**config.mk**
```make
export PLATFORM = sky130hd
export DESIGN_NAME = muldiv_seq
export DESIGN_NICKNAME = d
export VERILOG_FILES = /design/src/rtl/muldiv_pkg.sv /design/src/rtl/muldiv_iter.sv /design/src/rtl/muldiv_seq.sv
export SDC_FILE = /design/constraint.sdc
export NUM_CORES = 1
export LEC_CHECK = 0
export ABC_AREA = 1
export ABC_CLOCK_PERIOD_IN_PS = 11800
export CAP_MARGIN = 20
export CORE_MARGIN = 5
export CORE_UTILIZATION = 41
export DETAILED_ROUTE_END_ITERATION = 10
export DONT_BUFFER_PORTS = 1
export PLACE_DENSITY_LB_ADDON = 0.12
export RECOVER_POWER = 100
export SLEW_MARGIN = 10
export SYNTH_ARGS = -nofsm -noshare
export SYNTH_HDL_FRONTEND = slang
export SYNTH_SLANG_ARGS = --single-unit
```
**constraint.sdc**
```tcl
create_clock -name clk -period 11.8 [get_ports clk]
set_clock_uncertainty 0.05 [all_clocks]
set_input_delay 2.36 -clock clk [delete_from_list [all_inputs] [get_ports clk]]
set_output_delay 2.36 -clock clk [all_outputs]
set_load 0.1 [all_outputs]
```
**src/rtl/muldiv_pkg.sv**
```systemverilog
// Shared definitions for the sequential multiply/divide unit:
// op encodings, the FSM state type and the iteration-counter width helper.
package muldiv_pkg;

    localparam logic [1:0] MD_MULT  = 2'b00;
    localparam logic [1:0] MD_MULTU = 2'b01;
    localparam logic [1:0] MD_DIV   = 2'b10;
    localparam logic [1:0] MD_DIVU  = 2'b11;

    typedef enum logic [1:0] {
        IDLE = 2'd0,
        PREP = 2'd1,
        CALC = 2'd2,
        FIX  = 2'd3
    } state_t;

    // Counter must hold the value WIDTH itself (full-length loop count).
    function automatic int md_cnt_w(input int width);
        return $clog2(width + 1);
    endfunction

endpackage

```
**src/rtl/muldiv_iter.sv**
```systemverilog
// One iteration of the 2W-bit datapath.
//   multiply: acc += mcand when the current multiplier LSB is set, then
//             mcand shifts left and the multiplier shifts right, so the
//             product is aligned after any number of iterations.
//   divide:   acc holds {remainder, quotient}; restoring trial subtract of
//             the divisor (mcand low half) against the shifted remainder.
module muldiv_iter #(
    parameter int WIDTH = 32
) (
    input  logic                 is_div,
    input  logic [2*WIDTH-1:0]   acc,
    input  logic [2*WIDTH-1:0]   mcand,
    input  logic [WIDTH-1:0]     mplier,
    output logic [2*WIDTH-1:0]   acc_n,
    output logic [2*WIDTH-1:0]   mcand_n,
    output logic [WIDTH-1:0]     mplier_n
);

    logic [WIDTH:0]   upper;
    logic [WIDTH-1:0] diff;

    // Combinational shift/add or trial-subtract/shift step.
    always_comb begin
        upper    = acc[2*WIDTH-1:WIDTH-1];
        diff     = upper[WIDTH-1:0] - mcand[WIDTH-1:0];
        acc_n    = acc;
        mcand_n  = mcand;
        mplier_n = mplier;
        if (is_div) begin
            // Low W bits of diff are exact whenever upper >= divisor.
            if (upper >= {1'b0, mcand[WIDTH-1:0]})
                acc_n = {diff, acc[WIDTH-2:0], 1'b1};
            else
                acc_n = {acc[2*WIDTH-2:0], 1'b0};
        end else begin
            acc_n    = mplier[0] ? (acc + mcand) : acc;
            mcand_n  = {mcand[2*WIDTH-2:0], 1'b0};
            mplier_n = {1'b0, mplier[WIDTH-1:1]};
        end
    end

endmodule

```
**src/rtl/muldiv_seq.sv**
```systemverilog
// Multi-cycle multiply/divide unit owning the HI/LO registers.
// Handshake: start is accepted only while busy=0 (state IDLE); operands and
// op are captured on that edge. busy stays high until the done cycle, where
// done pulses for one cycle with HI/LO already holding the result.
// Optional build macro MULDIV_EARLY_OUT_EN: multiplies stop iterating once
// the remaining multiplier bits are zero; divides always run WIDTH steps.
module muldiv_seq
    import muldiv_pkg::*;
#(
    parameter int WIDTH = 32
) (
    input  logic             clk,
    input  logic             rst,
    input  logic             start,
    input  logic [1:0]       op,
    input  logic [WIDTH-1:0] da,
    input  logic [WIDTH-1:0] db,
    input  logic             wr_hi,
    input  logic             wr_lo,
    input  logic [WIDTH-1:0] wdata,
    output logic             busy,
    output logic             done,
    output logic             div_zero,
    output logic [WIDTH-1:0] hi,
    output logic [WIDTH-1:0] lo
);

    localparam int CW = md_cnt_w(WIDTH);

    state_t             state;
    logic [1:0]         op_r;
    logic [WIDTH-1:0]   a_r, b_r;
    logic [2*WIDTH-1:0] acc, mcand;
    logic [WIDTH-1:0]   mplier;
    logic [CW-1:0]      cnt;
    logic               neg_q, neg_r;

    logic               is_div, is_signed;
    logic [WIDTH-1:0]   mag_a, mag_b;
    logic [CW-1:0]      k_load;
    logic [2*WIDTH-1:0] acc_n, mcand_n;
    logic [WIDTH-1:0]   mplier_n;
    logic [2*WIDTH-1:0] prod_fix;
    logic [WIDTH-1:0]   quo_fix, rem_fix;

    assign busy = (state != IDLE);

    // Operand magnitudes and sign-corrected results from the working registers.
    always_comb begin
        is_div    = op_r[1];
        is_signed = ~op_r[0];
        mag_a     = (is_signed && a_r[WIDTH-1]) ? -a_r : a_r;
        mag_b     = (is_signed && b_r[WIDTH-1]) ? -b_r : b_r;
        prod_fix  = neg_q ? -acc : acc;
        quo_fix   = neg_q ? -acc[WIDTH-1:0] : acc[WIDTH-1:0];
        rem_fix   = neg_r ? -acc[2*WIDTH-1:WIDTH] : acc[2*WIDTH-1:WIDTH];
    end

`ifdef MULDIV_EARLY_OUT_EN
    logic [CW-1:0] k_eo;

    // Multiply loop count = position of the highest set bit of |db| (min 1).
    always_comb begin
        k_eo = CW'(1);
        for (int i = 0; i < WIDTH; i++)
            if (mag_b[i]) k_eo = CW'(i + 1);
        k_load = is_div ? CW'(WIDTH) : k_eo;
    end
`else
    assign k_load = CW'(WIDTH);
`endif

    muldiv_iter #(.WIDTH(WIDTH)) u_iter (
        .is_div   (is_div),
        .acc      (acc),
        .mcand    (mcand),
        .mplier   (mplier),
        .acc_n    (acc_n),
        .mcand_n  (mcand_n),
        .mplier_n (mplier_n)
    );

    // Control FSM, working registers and architectural HI/LO.
    always_ff @(posedge clk or posedge rst) begin
        if (rst) begin
            state    <= IDLE;
            op_r     <= MD_MULT;
            a_r      <= '0;
            b_r      <= '0;
            acc      <= '0;
            mcand    <= '0;
            mplier   <= '0;
            cnt      <= '0;
            neg_q    <= 1'b0;
            neg_r    <= 1'b0;
            hi       <= '0;
            lo       <= '0;
            done     <= 1'b0;
            div_zero <= 1'b0;
        end else begin
            done     <= 1'b0;
            div_zero <= 1'b0;
            case (state)
                IDLE: begin
                    // start has priority; a concurrent MTHI/MTLO is dropped.
                    if (start) begin
                        op_r  <= op;
                        a_r   <= da;
                        b_r   <= db;
                        state <= PREP;
                    end else begin
                        if (wr_hi) hi <= wdata;
                        if (wr_lo) lo <= wdata;
                    end
                end
                PREP: begin
                    if (is_div) begin
                        acc    <= {{WIDTH{1'b0}}, mag_a};
                        mcand  <= {{WIDTH{1'b0}}, mag_b};
                        mplier <= '0;
                    end else begin
                        acc    <= '0;
                        mcand  <= {{WIDTH{1'b0}}, mag_a};
                        mplier <= mag_b;
                    end
                    neg_q <= is_signed & (a_r[WIDTH-1] ^ b_r[WIDTH-1]);
                    neg_r <= is_signed & a_r[WIDTH-1];
                    cnt   <= k_load;
                    state <= CALC;
                end
                CALC: begin
                    acc    <= acc_n;
                    mcand  <= mcand_n;
                    mplier <= mplier_n;
                    cnt    <= cnt - CW'(1);
                    if (cnt == CW'(1)) state <= FIX;
                end
                FIX: begin
                    if (!is_div) begin
                        {hi, lo} <= prod_fix;
                    end else if (b_r == '0) begin
                        hi       <= a_r;
                        lo       <= '1;
                        div_zero <= 1'b1;
                    end else begin
                        hi <= rem_fix;
                        lo <= quo_fix;
                    end
                    done  <= 1'b1;
                    state <= IDLE;
                end
                default: state <= IDLE;
            endcase
        end
    end

endmodule

```
== Yosys cells after proc, flatten, opt, wreduce, memory -nomap -nowiden ==
Index checks and enable logic that the tools add are counted.

* Register bits: 302
* Output and inout bits: 67
* Logic and storage cells: 85

* Add/subtract/negate cells: 8
* Magnitude comparators: 1
* Eq/ne operators: 11
* Mux-type cells: 34
* Bitwise gates (word level): 4
* Reductions and logical operators: 13

{| class="wikitable"
|+ Operator list
! cell !! number
|-
| two-way mux 32 bit || 16
|-
| two-way mux 64 bit || 5
|-
| one-hot mux 64 bit (2 select lines) || 2
|-
| one-hot mux 32 bit (2 select lines) || 3
|-
| negator 32 bit || 4
|-
| adder 64 bit || 1
|-
| negator 64 bit || 1
|-
| >= comparator 33 x 32 -> 1 bit || 1
|-
| logical NOT 32 bit || 1
|-
| subtractor 32 bit || 1
|-
| != test 2 bit, second input constant || 6
|-
| one-hot mux 6 bit (2 select lines) || 1
|-
| one-hot mux 2 bit (4 select lines) || 1
|-
| AND reduction 2 bit || 4
|-
| equality test 6 x 1 -> 1 bit, second input constant || 1
|-
| AND reduction 3 bit || 2
|-
| nonzero test 2 bit || 3
|-
| subtractor 6 x 1 -> 6 bit, second input constant || 1
|-
| equality test 2 bit, second input constant || 2
|-
| two-way mux 1 bit || 4
|-
| two-way mux 2 bit || 2
|-
| != test 3 bit, second input constant || 1
|-
| bitwise AND 1 bit || 2
|-
| equality test 2 x 1 -> 1 bit, second input constant || 1
|-
| 4 further kinds || 5
|}

== Logic depth before layout (Yosys ltp) ==
* Depth in word-level cells: 5
* Mapped depth: 18
* Depth with buffers taken out: 18

== Hierarchy ==
Synthesis repeated with hierarchy kept, for this count alone.

* Cell total of the unflattened synthesis: 5018
* Area, all modules: 29102.9 um^2

{| class="wikitable"
|+ By module, submodules not included
! module !! instances !! cells each !! area each (um^2)
|-
| muldiv_seq || 1 || 2602 || 18161.2
|-
| muldiv_iter || 1 || 2416 || 10941.7
|}

== Worst setup path before layout ==
OpenSTA, ideal clock, no wires.

* Path type: reg-to-output
* From: reg state[0]
* To: out busy
* Arrival: 1.283 ns
* Data required time: 9.390 ns
* Path slack: 8.107 ns
* Stages on the path, launching flop included: 4
* Path buffers: 0
* Cell sequence: dfrtp_1 inv_1 ha_1 inv_1

* Longest elaborated chain between the ends: 1

{| class="wikitable"
|+ RTL lines
! what !! RTL line !! RTL
|-
| start, declared || muldiv_seq.sv:30 || <nowiki>state_t state;</nowiki>
|-
| start signal, assigned || muldiv_seq.sv:86 || <nowiki>state <= IDLE;</nowiki>
|-
| start signal, assigned || muldiv_seq.sv:110 || <nowiki>state <= PREP;</nowiki>
|-
| start signal, assigned || muldiv_seq.sv:129 || <nowiki>state <= CALC;</nowiki>
|-
| nonzero test 2 bit || muldiv_seq.sv:46 || <nowiki>assign busy = (state != IDLE);</nowiki>
|-
| end, declared || muldiv_seq.sv:21 || <nowiki>output logic busy,</nowiki>
|}

Every way passes these cells.

== Worst setup path after layout ==
* From: reg op_r[1]
* To: reg mcand[30]

* Longest elaborated chain between the ends: 2

{| class="wikitable"
|+ RTL lines
! what !! RTL line !! RTL
|-
| start, declared || muldiv_seq.sv:31 || <nowiki>logic [1:0] op_r;</nowiki>
|-
| start signal, assigned || muldiv_seq.sv:107 || <nowiki>op_r <= op;</nowiki>
|-
| two-way mux 32 bit / != test 2 bit (equally long branches) || -- ||
|-
| one-hot mux 64 bit (2 select lines) / AND reduction 2 bit (equally long branches) || -- ||
|-
| end signal, assigned || muldiv_seq.sv:119 || <nowiki>mcand <= {{WIDTH{1'b0}}, mag_b};</nowiki>
|-
| end signal, assigned || muldiv_seq.sv:123 || <nowiki>mcand <= {{WIDTH{1'b0}}, mag_a};</nowiki>
|-
| end signal, assigned || muldiv_seq.sv:133 || <nowiki>mcand <= mcand_n;</nowiki>
|-
| end, declared || muldiv_seq.sv:33 || <nowiki>logic [2*WIDTH-1:0] acc, mcand;</nowiki>
|}

Parallel ways exist; a longest one is shown, timed or not.
A chain may end at the register's enable or synchronous reset.

==> impl_metrics.py <==
metrics = {
    "hold_path": {
        "hold_start": "mplier[3]",
        "whs_path_depth": 2,
        "hold_class": "flop to flop",
        "holdPathEnd": "mplier[3]",
    },
    "synthesis": {
        "synth_cell_type_count": 50,
        "yosys-top-cells-area": "dfrtp_1, nand2_1, inv_1, nor2_1, nand3_1",
        "ys.flop_type": "dfrtp_1",
        "synth.avg_cell_area_um2": 5.86,
        "yosysTopAreaCellShare_pct": 26.9,
        "ys_seq_area_share_pct": 26.9,
        "synthCells": 4798,
        "synth-warning-count": 0,
        "ys_async_sr_fraction_pct": 100,
        "synth-seq-cells": 302,
        "synth_edf_count": 0,
        "synth_area_um2": 28100,
        "mappedNetlistNets": 5008,
        "yosysTopAreaCell": "dfrtp_1",
    },
    "placed_design": {
        "place.gp.congestion": 1.02,
        "dpl.hpwl_um": 104000,
        "port_buffers": 0,
        "place_ws_ns": 6.95,
        "placed_cell_area_um2": 28900,
    },
    "cts": {
        "cts-hold-fix-buffers": 0,
        "htreeDepth": 2,
        "path_clk_slew_ns": 0.06,
        "numClockSinks": 302,
        "cts_root_buf": "clkbuf_16",
        "cts_made_buffers": 39,
        "cts_max_path_buffers": 3,
        "clkLatencyLatePin_ns": 0.60,
        "postCtsSetupBuffers": 0,
        "cts_tree": "yes",
        "ctsResizeCount": 0,
    },
    "floorplan": {
        "die_h_um": 272,
        "design.die.area_um2": 73900,
        "die_width_um": 272,
        "ios": 170,
        "coreArea_um2": 68300,
        "rows": 96,
        "start_util_pct": 41.1,
    },
    "finish": {
        "drive_above_1_share_pct": 3.11,
        "final_common_cell": "nand2_1",
        "fin_area_um2": 30200,
        "finalNetCount": 4933,
        "syn2layout_area_growth_pct": 7.34,
        "final_cell_mix": "nand2_1, inv_1, nor2_1",
        "fillCellCount": 7589,
    },
    "global_routing": {
        "grt_pass1_vias": 28441,
        "grt_pass1_wl_um": 186000,
        "antenna_found_initial": 9,
        "grt_max_degree": 120,
        "grt-ovfl-total": 0,
        "track_usage_pct": 33.4,
    },
    "sta": {
        "hold_viol_final": 0,
        "layout_worst_path_cycle_share_pct": 65.5,
        "slew_headroom_pct": -261,
        "worstMarginPinSlew_ns": 5.39,
        "rsz0062_at_grt": "false",
        "fin_tns_setup_ns": 0,
        "finalSetupViolations": 0,
        "period_needed_ns": 7.73,
        "layout_setup_ws_ns": 4.07,
        "max_freq_ghz": 0.129,
        "finalMaxSlewViolations": 784,
    },
    "route": {
        "drc": 0,
        "viasPerCell": 5.50,
        "first_pass_iters": 5,
        "ant_nets": 0,
        "wl_per_cell_um": 22.8,
        "wl_um": 128000,
        "dr_total_vias": 31037,
        "drtIter0Drc": 3535,
    },
    "worst_setup_path": {
        "rrSetupSlack_ns": 4.07,
        "critPathRequiredTime_ns": 12.22,
        "rr_endpoint": "mcand[30]",
        "worstPathMaxFanout": 75,
        "start_kind": "flop",
        "rr_worst_depth": 9,
        "critical_path_class": "flop to flop",
        "cp.arrival_ns": 8.15,
        "endpoint_kind": "flop",
        "r2r_start": "op_r[1]",
    },
    "power": {
        "powerDensity_nw_per_um2": 361,
        "leakage_uw": 0.0159,
        "ir_drop_mv": 0.153,
    },
    "run_status": {
        "violations": "capacitance limit, slew limit",
        "outcome": "complete, but fails checks",
    },
    "run": {
        "drv_cap": 14,
    },
}
-- synthesized netlist by cell type (3+ instances only) --
library cell / number
and2_1: 5
nor4_1: 9
ha_1: 105
a32oi_1: 3
a31oi_1: 22
inv_2: 7
buf_2: 22
nand3b_1: 14
o22a_1: 5
xor2_1: 99
nor2_1: 590
buf_1: 12
nor2_2: 11
a21oi_2: 19
o21ai_1: 24
a21oi_1: 278
clkbuf_1: 107
nand3_4: 3
nand4_1: 56
nand3_1: 358
buf_6: 5
clkinv_1: 6
dfrtp_1: 302
xnor2_1: 15
and3_1: 3
o21ai_0: 160
or2_2: 5
o21bai_1: 4
nand2_1: 1647
nor3_1: 32
inv_1: 747
mux2_2: 5
o22ai_1: 37
o211ai_1: 18
buf_4: 3
a22oi_1: 38
-- cell type report --
class	instances	area (um^2)	share of cell area [%]
Clock buffer	52	1080	3.60
Antenna cell	8	20.0	0.0663
Clock inverter	18	269	0.892
Sequential cell	302	7560	25.1
Multi-Input combinational cell	3586	17000	56.5
Inverter	761	2860	9.48
Tap cell	882	1100	3.66
Timing Repair Buffer	33	226	0.751
-- critical path, stage by stage (launching register included) --
cell	delay, ns
dfrtp_4	0.67
inv_1	1.24
buf_4	0.69
nand2_1	0.10
clkbuf_1	1.16
nand2_2	0.41
clkbuf_1	2.58
o21ai_0	0.35
nor2_1	0.23
nor2_1	0.05
-- stage by stage --
step	utilization [%]	hold WS [ns]	total power (uW)	std cells
2_1_floorplan	-	0.398	6960	4798
3_5_place_dp	42.2	0.425	9400	5562
5_1_grt	44.1	0.475	11600	5635
4_1_cts	44.2	0.441	10700	5632
3_3_place_gp	42.2	0.417	9390	5562
6_report	44.1	0.440	10900	5642
-- cell families (layout without fill, tap and decap cells) --
kind of cell / after synthesis / count (layout) / synth area share [%]
multiplexers: 5 / 5 / 0.200
adder cells (fa/ha/maj): 107 / 107 / 4.82
AO/OA/AOI/OAI: 616 / 616 / 12.2
XOR/XNOR: 114 / 114 / 3.55
other: 0 / 8 / 0
buffers and inverters: 910 / 864 / 12.4
AND/OR/NAND/NOR: 2744 / 2744 / 39.9
flip-flops: 302 / 302 / 26.9
-- worst max path at each step --
stage / from / end / slack (ns) / depth (start not counted)
global route: op_r[1] / acc[21] / 3.67 / 9
detailed placement: rst / op_r[1] / 6.95 / 3
floorplan: rst / a_r[0] / 1.04 / 1
CTS: state[1] / busy / 7.31 / 3
finish: op_r[1] / mcand[30] / 4.07 / 9
global placement: rst / op_r[1] / 6.95 / 3
-- metal layers --
layer	track usage [%]	up-vias	share of wire, %
li1	-	14935	-
met1	46.5	14506	42
met2	52.8	1338	44
met3	5.70	254	9.1
met4	11.3	4	4.3
met5	0	-	0.021
-- report_power, final --
part           internal (uW)  switching, uW
Sequential              1460           1540
Combinational           1870           4750
Clock                    762            521
-- state kept, by name, indices dropped and copies added (netlist names), 2 cells and up --
| name | cells |
|---|---|
| a_r | 32 |
| acc | 64 |
| b_r | 32 |
| cnt | 6 |
| hi | 32 |
| lo | 32 |
| mcand | 64 |
| mplier | 32 |
| op_r | 2 |
| state | 2 |
Power figures use the tool's default switching activity.
